`src/rtl/vga_pkg.sv`:
```
// Shared VGA timing constants (640x480 @ 800x525) and the lock-state encoding
// used by the receiver and its sync-edge helper.
package vga_pkg;

    localparam int H_ACTIVE_STD = 640;
    localparam int H_FRONT_STD  = 16;
    localparam int H_SYNC_STD   = 96;
    localparam int H_BACK_STD   = 48;
    localparam int H_TOTAL_STD  = H_ACTIVE_STD + H_FRONT_STD + H_SYNC_STD + H_BACK_STD;

    localparam int V_ACTIVE_STD = 480;
    localparam int V_FRONT_STD  = 10;
    localparam int V_SYNC_STD   = 2;
    localparam int V_BACK_STD   = 33;
    localparam int V_TOTAL_STD  = V_ACTIVE_STD + V_FRONT_STD + V_SYNC_STD + V_BACK_STD;

    localparam int HC_MAX = 1023;

    typedef enum logic [1:0] {
        UNLOCKED = 2'd0,
        MEASURE  = 2'd1,
        VERIFY   = 2'd2,
        LOCKED   = 2'd3
    } lock_state_t;

endpackage

```
`src/rtl/vga_sync_edge.sv`:
```
// One-stage input register for an active-low sync plus rising-edge detect
// against the value held at the last sample_en cycle.
module vga_sync_edge (
    input  logic i_pixel_clk,
    input  logic i_rst,
    input  logic sync,
    input  logic sample_en,
    output logic sync_s1,
    output logic rise
);

    logic sync_prev;

    // Idle level is high, so reset to 1 to avoid a spurious edge on release.
    always_ff @(posedge i_pixel_clk) begin
        if (i_rst) begin
            sync_s1   <= 1'b1;
            sync_prev <= 1'b1;
        end else begin
            sync_s1 <= sync;
            if (sample_en) begin
                sync_prev <= sync_s1;
            end
        end
    end

    assign rise = sync_s1 & ~sync_prev;

endmodule

```
`src/rtl/vga_rx.sv`:
```
// VGA timing recovery: measures line/frame periods, locks onto a stable
// timing and emits pixel coordinates and colour for the active region.
module vga_rx
    import vga_pkg::*;
#(
    parameter int H_ACTIVE = H_ACTIVE_STD,
    parameter int H_START  = H_BACK_STD,
    parameter int V_ACTIVE = V_ACTIVE_STD,
    parameter int V_START  = V_BACK_STD
) (
    input  logic        i_pixel_clk,
    input  logic        i_rst,
    input  logic        i_h_sync,
    input  logic        i_v_sync,
    input  logic [3:0]  i_vga_r,
    input  logic [3:0]  i_vga_g,
    input  logic [3:0]  i_vga_b,
    output logic [9:0]  o_coord_x,
    output logic [8:0]  o_coord_y,
    output logic [11:0] o_color,
    output logic        o_pixel_valid,
    output logic        o_frame_start,
    output logic        o_locked,
    output logic        o_error,
    output logic [9:0]  o_h_total,
    output logic [9:0]  o_v_total
);

    localparam logic [9:0] X_FIRST = 10'(H_START);
    localparam logic [9:0] X_END   = 10'(H_START + H_ACTIVE);
    localparam logic [9:0] Y_FIRST = 10'(V_START);
    localparam logic [9:0] Y_END   = 10'(V_START + V_ACTIVE);
    localparam logic [9:0] HC_SAT  = 10'(HC_MAX);

    logic        h_s1, v_s1, le, v_rise, fe;
    logic [11:0] color_s1;
    logic [9:0]  hc, hc_q, vc, vc_q;
    logic [10:0] line_period, frame_period;
    logic        h_mismatch, v_mismatch;
    logic        cap_h, cap_v, err_next;
    logic        active, pix_valid;
    logic [9:0]  x;
    logic [8:0]  y;
    lock_state_t state, state_next;

    vga_sync_edge u_h_edge (
        .i_pixel_clk (i_pixel_clk),
        .i_rst       (i_rst),
        .sync        (i_h_sync),
        .sample_en   (1'b1),
        .sync_s1     (h_s1),
        .rise        (le)
    );

    // v_sync is compared against its value at the previous line edge.
    vga_sync_edge u_v_edge (
        .i_pixel_clk (i_pixel_clk),
        .i_rst       (i_rst),
        .sync        (i_v_sync),
        .sample_en   (le),
        .sync_s1     (v_s1),
        .rise        (v_rise)
    );

    assign fe = le & v_rise;

    always_comb begin
        hc = hc_q;
        vc = vc_q;
        if (le) begin
            hc = '0;
        end else if (hc_q != HC_SAT) begin
            hc = hc_q + 10'd1;
        end
        if (fe) begin
            vc = '0;
        end else if (le && (vc_q != HC_SAT)) begin
            vc = vc_q + 10'd1;
        end
    end

    // hc_q/vc_q hold the previous cycle's count, i.e. the last index of the line/frame.
    assign line_period  = {1'b0, hc_q} + 11'd1;
    assign frame_period = {1'b0, vc_q} + 11'd1;
    assign h_mismatch   = le && (line_period != {1'b0, o_h_total});
    assign v_mismatch   = fe && (frame_period != {1'b0, o_v_total});

    always_comb begin
        state_next = state;
        cap_h      = 1'b0;
        cap_v      = 1'b0;
        err_next   = 1'b0;
        unique case (state)
            UNLOCKED: begin
                if (fe) begin
                    state_next = MEASURE;
                    cap_h      = 1'b1;
                end
            end
            MEASURE: begin
                if (h_mismatch) begin
                    state_next = UNLOCKED;
                end else if (fe) begin
                    state_next = VERIFY;
                    cap_v      = 1'b1;
                end
            end
            VERIFY: begin
                if (h_mismatch || v_mismatch) begin
                    state_next = UNLOCKED;
                end else if (fe) begin
                    state_next = LOCKED;
                end
            end
            LOCKED: begin
                if (h_mismatch || v_mismatch || (hc == HC_SAT)) begin
                    state_next = UNLOCKED;
                    err_next   = 1'b1;
                end
            end
            default: state_next = UNLOCKED;
        endcase
    end

    always_ff @(posedge i_pixel_clk) begin
        if (i_rst) begin
            state     <= UNLOCKED;
            hc_q      <= '0;
            vc_q      <= '0;
            color_s1  <= '0;
            o_h_total <= '0;
            o_v_total <= '0;
            o_error   <= 1'b0;
        end else begin
            state    <= state_next;
            hc_q     <= hc;
            vc_q     <= vc;
            color_s1 <= {i_vga_r, i_vga_g, i_vga_b};
            o_error  <= err_next;
            if (cap_h) begin
                o_h_total <= line_period[9:0];
            end
            if (cap_v) begin
                o_v_total <= frame_period[9:0];
            end
        end
    end

    assign o_locked  = (state == LOCKED);
    assign active    = (hc >= X_FIRST) && (hc < X_END) && (vc >= Y_FIRST) && (vc < Y_END);
    assign pix_valid = active && (state == LOCKED);
    assign x         = hc - X_FIRST;
    assign y         = 9'(vc - Y_FIRST);

    always_ff @(posedge i_pixel_clk) begin
        if (i_rst) begin
            o_pixel_valid <= 1'b0;
            o_coord_x     <= '0;
            o_coord_y     <= '0;
            o_color       <= '0;
            o_frame_start <= 1'b0;
        end else begin
            o_pixel_valid <= pix_valid;
            o_coord_x     <= pix_valid ? x : '0;
            o_coord_y     <= pix_valid ? y : '0;
            o_color       <= pix_valid ? color_s1 : '0;
            o_frame_start <= pix_valid && (x == '0) && (y == '0);
        end
    end

endmodule

```
`config.mk`:
```
export PLATFORM = sky130hd
export DESIGN_NAME = vga_rx
export DESIGN_NICKNAME = d
export VERILOG_FILES = /design/src/rtl/vga_pkg.sv /design/src/rtl/vga_sync_edge.sv /design/src/rtl/vga_rx.sv
export SDC_FILE = /design/constraint.sdc
export NUM_CORES = 1
export LEC_CHECK = 0
export ABC_CLOCK_PERIOD_IN_PS = 3450
export CAP_MARGIN = 5
export CORE_UTILIZATION = 49
export CTS_CLUSTER_SIZE = 12
export DETAILED_ROUTE_END_ITERATION = 12
export PLACE_DENSITY = 0.74
export RECOVER_POWER = 100
export SLEW_MARGIN = 20
export SYNTH_ARGS = -nofsm -noshare
export SYNTH_HDL_FRONTEND = slang
export SYNTH_SLANG_ARGS = --single-unit
```
`constraint.sdc`:
```
create_clock -name i_pixel_clk -period 3.45 [get_ports i_pixel_clk]
set_input_delay 1.035 -clock i_pixel_clk [delete_from_list [all_inputs] [get_ports i_pixel_clk]]
set_output_delay 1.035 -clock i_pixel_clk [all_outputs]
set_load 0.005 [all_outputs]
```
==> summary.txt, run 1 <==
Status
  • Status: finished, violations left
  • Failing checks: design-rule violations

Critical path
  • Top cell by count, worst path: ha_1
  • CP top delay family: simple AND/OR/NAND/NOR gates
  • Setup crit end kind: flop
  • CP Launch Type: flop
  • Worst-path maximum fanout: 32
  • CP Class: reg2reg
  • CP arrival: 3580 ps
  • Crit-path cells: ha_1, and2_1, a31o_1, mux2_2, nand2_1, ha_1, inv_1, or3_1, or4_1, a211o_1, buf_6, a211oi_2
  • Slowest CP cell: or4_1
  • Crit path buffers/inverters: 2
  • CP max stage delay: 470 ps
  • CP Data Required Time: 3740 ps
  • Worst R2R Setup Slack: 160 ps

Synthesis
  • Yosys cell types: 69
  • Cell Area, Synth: 4550 sq um
  • Avg Inst Size Synth: 8.86 sq um
  • Largest cells by area after synthesis: dfxtp_1 (40%), nor2_1 (5.5%), xnor2_1 (4.0%)
  • Cells after Synth: 514
  • Sequential fraction of the synthesis area: ~40%
  • Area leader, netlist: dfxtp_1
  • Post-synthesis register bit count: 92
  • Synth Net Count: roughly 540
  • Syn. warnings: 0
  • Yosys top cell area share: 40.5%
  • Fraction of registers with async set/reset: 0%
  • Top FF cell, synth: dfxtp_1
  • EDFF count, synth: 0

Route
  • # DRC: 2
  • Detailed-route wire length: 11500 microns
  • Post-route ant nets: 0
  • Vias: 3990
  • DR WL/cell: 16.4 microns
  • Pre-antenna DRT Iters: 10
  • Vias/cell: 5.68
  • Top routing layer in use: met4
  • Wire length on met1: 5040 microns
  • Detail Route met2 WL: 5850 microns
  • Initial DRC Count: 177
  • Met3 WL: 430 microns

STA
  • Minimum clock period: between 3000 and 4000 ps
  • WHS: 408 ps
  • Final Slew Violations: 0
  • Fin crit share: 95.4%
  • Final Skew: between 10 and 15 ps
  • Rel. slew slack: 34.4%
  • Final setup TNS: 0 ps
  • RSZ-0062 raised after global routing: no
  • Hold Vio Cnt, Final: 0
  • Final Worst Setup Slack: 160 ps
  • Final setup fails: 0
  • Actual transition at the worst max-transition pin: 983 ps
  • Max Freq: around 300 MHz

Clock network
  • Root Buffer: clkbuf_8
  • Hold-fix buffers at CTS: 0
  • Post-CTS Setup Inserts: 0
  • Worst skew pair latency: 360 ps
  • H-tree levels: 3
  • CTS Sinks: 92
  • CTS tree: built
  • CTS buffer count: 9
  • Worst-path clk slew: 100 ps
  • Clk buf depth: 2

Floorplan
  • Ports: just over 70
  • Core Area: 8850 sq um
  • DIE WIDTH: slightly below 100 microns
  • Die Ht: between 90 and 100 microns
  • Die area: just under 10000 sq um
  • # rows: 34
  • Initial Util: 51.5%

Worst hold path
  • HP Class: reg2reg

Finish
  • Final Instance Count excl. Fillers: 702
  • Diode count: 0
  • Footprint of the multi-input gates: about 2400 sq um
  • Layout cells sized above 1: 11.1%
  • NumNets Final: just over 600
  • Layout area overhead: 23.6%
  • Fillers: roughly 760
  • Storage cell area: 1840 sq um

Place
  • Post-Place Cells: 686
  • HPWL Detailed: ~8600 microns
  • Number of port buffers: 70
  • Place WS: 138 ps
  • Global placement routability congestion: 0.945

Global routing
  • Initial antenna violation count: 0
  • Total track usage: around 24%
  • Overflow after GRT: 0
  • First-pass GRT wire length: 18600 microns
  • Pin count of the biggest net entering global routing: 48
  • Vias in the first global route: 3734

Power
  • Max IR drop VDD: ~0.00020 V
  • Leak: 2.27 nW
  • P per Cell Area: 339 nW/um^2
  • Power, Total: 1.91 mW

Run
  • Max-Cap Viols: 0
-- worst register-to-register path, cell delays in order, from the launching register on --
cell      delay [ps]
dfxtp_2          390
ha_1             170
and2_1           180
a31o_1           190
mux2_2           340
nand2_1          120
ha_1             180
inv_1             80
or3_1            380
or4_1            470
a211o_1          330
buf_6            200
a211oi_2         210
-- cell usage after synthesis, types with 3 or more instances --
master    count
dfxtp_1      92
nor2_1       67
inv_1        26
clkbuf_1     23
nand3_1      22
xnor2_1      21
a21oi_1      20
a211oi_1     19
nand2_1      18
o21ai_0      18
nor2b_1      16
xor2_1       11
and2_1       10
buf_2        10
nor3_1       10
mux2i_1       8
and3_1        7
or2_2         7
or3_1         7
ha_1          6
o211ai_1      6
xnor3_1       6
nand2b_1      5
nand4_1       5
and4_1        4
buf_6         4
nor4_1        4
a211o_1       3
a221o_1       3
a31oi_1       3
and4b_1       3
-- layer usage --
layer  vias up  GRT usage (%)
met5         -              0
met4         0           8.38
met3        21           4.44
met2       117           42.4
met1      1887           30.6
li1       1965              -
-- flip-flops by register name, summed over array words and instances (netlist names), 2 cells and up --
register / flops
state: 2
o_h_total: 10
o_v_total: 10
o_coord_x: 10
o_coord_y: 9
vc_q: 10
hc_q: 10
o_color: 12
color_s1: 12
-- power by group --
part	total, mW	switching [mW]	internal [mW]
combinational	0.113	0.0606	0.0520
clock	0.712	0.416	0.296
sequential	1.08	0.00890	1.08
-- what timing repair did --
| action | 4_1_cts | 5_1_grt |
|---|---|---|
| hold endpoints to repair | 0 | 0 |
| resized for setup | 0 | 1 |
| endpoints found under the setup margin | 0 | 4 |
-- layout by cell type (no fill, tap or decap), types with 3 or more instances in the layout --
cell             synthesis  routed
nor4_1                   4       5
o211ai_1                 6       6
nand2_1                 18      18
nor2_1                  67      67
or2_2                    7       7
a211oi_1                19      19
nand2b_1                 5       5
xnor2_1                 21      21
dlygate4sd3_1            0      55
a31oi_1                  3       3
mux2i_1                  8       8
o21ai_0                 18      18
inv_1                   26      26
a21oi_1                 20      20
xnor3_1                  6       6
nor3_1                  10      10
and2_1                  10       8
xor2_1                  11      11
a221o_1                  3       3
clkdlybuf4s50_1          0      15
and3_1                   7       7
or3_1                    7       7
ha_1                     6       6
nand4_1                  5       5
and4b_1                  3       3
a211o_1                  3       3
nor2b_1                 16      16
clkbuf_8                 0      10
and4_1                   4       4
buf_4                    0      28
dfxtp_1                 92      91
nand3_1                 22      22
-- area by class of cell --
type | count | area share [%]
tap | 108 | 2.40
timing repair buffer | 103 | 16.7
sequential | 92 | 32.8
clock inverter | 6 | 0.978
clock buffer | 10 | 2.45
multi-input combinational | 357 | 43.0
inverter | 26 | 1.73
-- kinds of logic after synthesis --
kind of cell               Yosys count  share of synthesized area [%]
DFF                                 92                           40.5
buffers and inverters               65                           6.29
and+or+nand+nor                    198                           22.9
AOI/OAI and AO/OA                  105                           17.1
adders and majority gates            6                           1.65
muxes                                9                           2.01
xor gates and xnor gates            39                           9.65
-- per-stage QoR --
stage / instance area [sq um] / utilization [%]
6_report: 5630 / 63.6
3_3_place_gp: 5470 / 61.8
3_5_place_dp: 5470 / 61.8
2_1_floorplan: 4550 / -
4_1_cts: 5660 / 63.9
5_1_grt: 5630 / 63.6
-- path summary, 6_finish.rpt --
check	from	endpoint	cells past startpoint
hold reg to reg	color_s1[9]	o_color[9]	2
setup / recovery	vc_q[1]	o_coord_x[3]	12
setup reg to reg	vc_q[1]	o_coord_x[3]	12
hold / removal	color_s1[9]	o_color[9]	2
(Power assumes the default switching activity.)
==> run 2: changes to the inputs <==
- ABC_CLOCK_PERIOD_IN_PS: 3450 -> 4040
- CORE_UTILIZATION: 49 -> 55
- PLACE_DENSITY: 0.74 -> 0.78
- clock period: 3.45 -> 4.04 ns (I/O delays scaled with it)
==> run 2 against run 1 <==
  * The flow finishes with violations (max-capacitance violations, max-slew violations)
  * Die area fell by 11%
  * Via count is 1.8% lower
  * Worst hold slack better by 3.3 ps
  * Register-to-register slack better by 100 ps
  * Sequential power is 14% lower
==> summary.txt, run 2 (synthesis results as in run 1) <==
Critical path
  • Top cell by count, worst path: ha_1
  • CP Class: reg2reg
  • CP max stage delay: 480 ps
  • CP Data Required Time: 4330 ps
  • Crit-path cells: ha_1, and2_0, a31o_1, buf_4, xor2_1, or2_2, ha_1, inv_1, or3_1, or4_1, a211o_1, buf_12, a211oi_1
  • CP Launch Type: flop
  • Crit path buffers/inverters: 3
  • Slowest CP cell: or4_1
  • CP top delay family: simple AND/OR/NAND/NOR gates
  • Setup crit end kind: flop
  • Worst-path maximum fanout: 27
  • CP arrival: just over 4000 ps

STA
  • Actual transition at the worst max-transition pin: ~2200 ps
  • Final Slew Violations: 48
  • Final Skew: between 8 and 9 ps
  • Final Worst Setup Slack: 261 ps
  • Max Freq: about 260 MHz
  • Final setup TNS: 0 ps
  • Fin crit share: between 90% and 100%
  • Final setup fails: 0
  • Minimum clock period: 3780 ps
  • Hold Vio Cnt, Final: 0
  • Rel. slew slack: -44.3%
  • RSZ-0062 raised after global routing: no

Finish
  • Diode count: 0
  • NumNets Final: 589
  • Layout area overhead: 19.9%
  • Layout cells sized above 1: under 10%
  • Biggest regs: color_s1: 12 flops, o_color: 12 flops
  • Commonest cells after routing, fill and taps aside: dfxtp_1 (92), nor2_1 (67), dlygate4sd3_1 (55)
  • Finished Cell Area: around 5500 sq um
  • Commonest non-fill, non-tap cell in the layout: dfxtp_1

Global routing
  • Total track usage: 27.2%
  • Overflow after GRT: 0
  • Vias in the first global route: around 3800
  • Initial antenna violation count: 0
  • First-pass GRT wire length: 18300 microns
  • Pin count of the biggest net entering global routing: 48

Floorplan
  • Die area: 8650 sq um
  • Ports: 71
  • # rows: 32
  • Core Area: 7850 sq um
  • Die Ht: 93.0 microns
  • DIE WIDTH: 93.0 microns
  • Initial Util: around three fifths

Clock network
  • Hold-fix buffers at CTS: 0
  • H-tree levels: 3
  • Root Buffer: clkbuf_8
  • Worst-path clk slew: ~100 ps
  • Clk buf depth: 2
  • CTS Sinks: 92
  • CTS buffer count: 9
  • CTS tree: built
  • Post-CTS Setup Inserts: 0
  • Worst skew pair latency: 370 ps
  • Post-cts resize count: 0

Place
  • Global placement routability congestion: 0.932
  • HPWL Detailed: 8090 microns
  • Place WS: 386 ps
  • Placed Area: 5290 sq um
  • Number of port buffers: 70

Status
  • Failing checks: max-capacitance violations, max-slew violations
  • Status: finished, violations left

Route
  • Post-route ant nets: 0
  • Detailed-route wire length: 11100 microns
  • # DRC: 0
  • Pre-antenna DRT Iters: 5
  • DR WL/cell: 16.4 microns
  • Initial DRC Count: between 200 and 300
  • Vias: a little under 4000
  • Vias/cell: 5.81

Power
  • P per Cell Area: 298 nW/um^2
  • Leak: 2.15 nW
  • Max IR drop VDD: 0.000301 V

Run
  • Max-Cap Viols: 1

Worst hold path
  • HP Class: reg2reg
-- run 2: metal layers --
metal  track usage [%]  vias up  wire [microns]  part of all wire (%)
met4              10.3        0             213                   1.9
met3              4.07       18             638                   5.8
met5                 0        -               0                     0
met1              33.5     1829            4700                    42
li1                  -     1914               -                     -
met2              47.7      158            5530                    50
-- run 2: worst paths after layout --
kind,start,endpoint,slack [ps],depth (start not counted)
hold / removal,color_s1[0],o_color[0],410,2
setup reg to reg,vc_q[1],o_coord_x[3],260,13
hold reg to reg,color_s1[0],o_color[0],410,2
setup / recovery,vc_q[1],o_coord_x[3],260,13
-- run 2: power breakdown --
group,internal (mW),switching (mW)
registers,0.918,0.00900
clock network,0.251,0.354
logic,0.0428,0.0500
total,1.21,0.413
-- run 2: worst register-to-register path, cell delays in order (launching register included) --
cell	delay, ps
dfxtp_1	430
ha_1	370
and2_0	250
a31o_1	190
buf_4	180
xor2_1	150
or2_2	160
ha_1	170
inv_1	90
or3_1	380
or4_1	480
a211o_1	430
buf_12	210
a211oi_1	220
-- run 2: cell type report --
class / instances / area (sq um)
multi-input combinational: 357 / 2410
tap: 102 / 128
clock inverter: 6 / 53.8
timing repair buffer: 81 / 788
clock buffer: 10 / 138
sequential: 92 / 1840
inverter: 26 / 97.6
fill: 669 / 2390
-- run 2: metrics by stage --
step	std cells	total power, mW	hold slack, ps	utilization (%)
2_1_floorplan	514	1.01	394	-
6_report	674	1.63	411	69.5
4_1_cts	674	1.64	415	69.9
3_5_place_dp	658	1.04	400	67.4
3_3_place_gp	658	1.04	395	67.4
5_1_grt	674	1.69	437	69.5
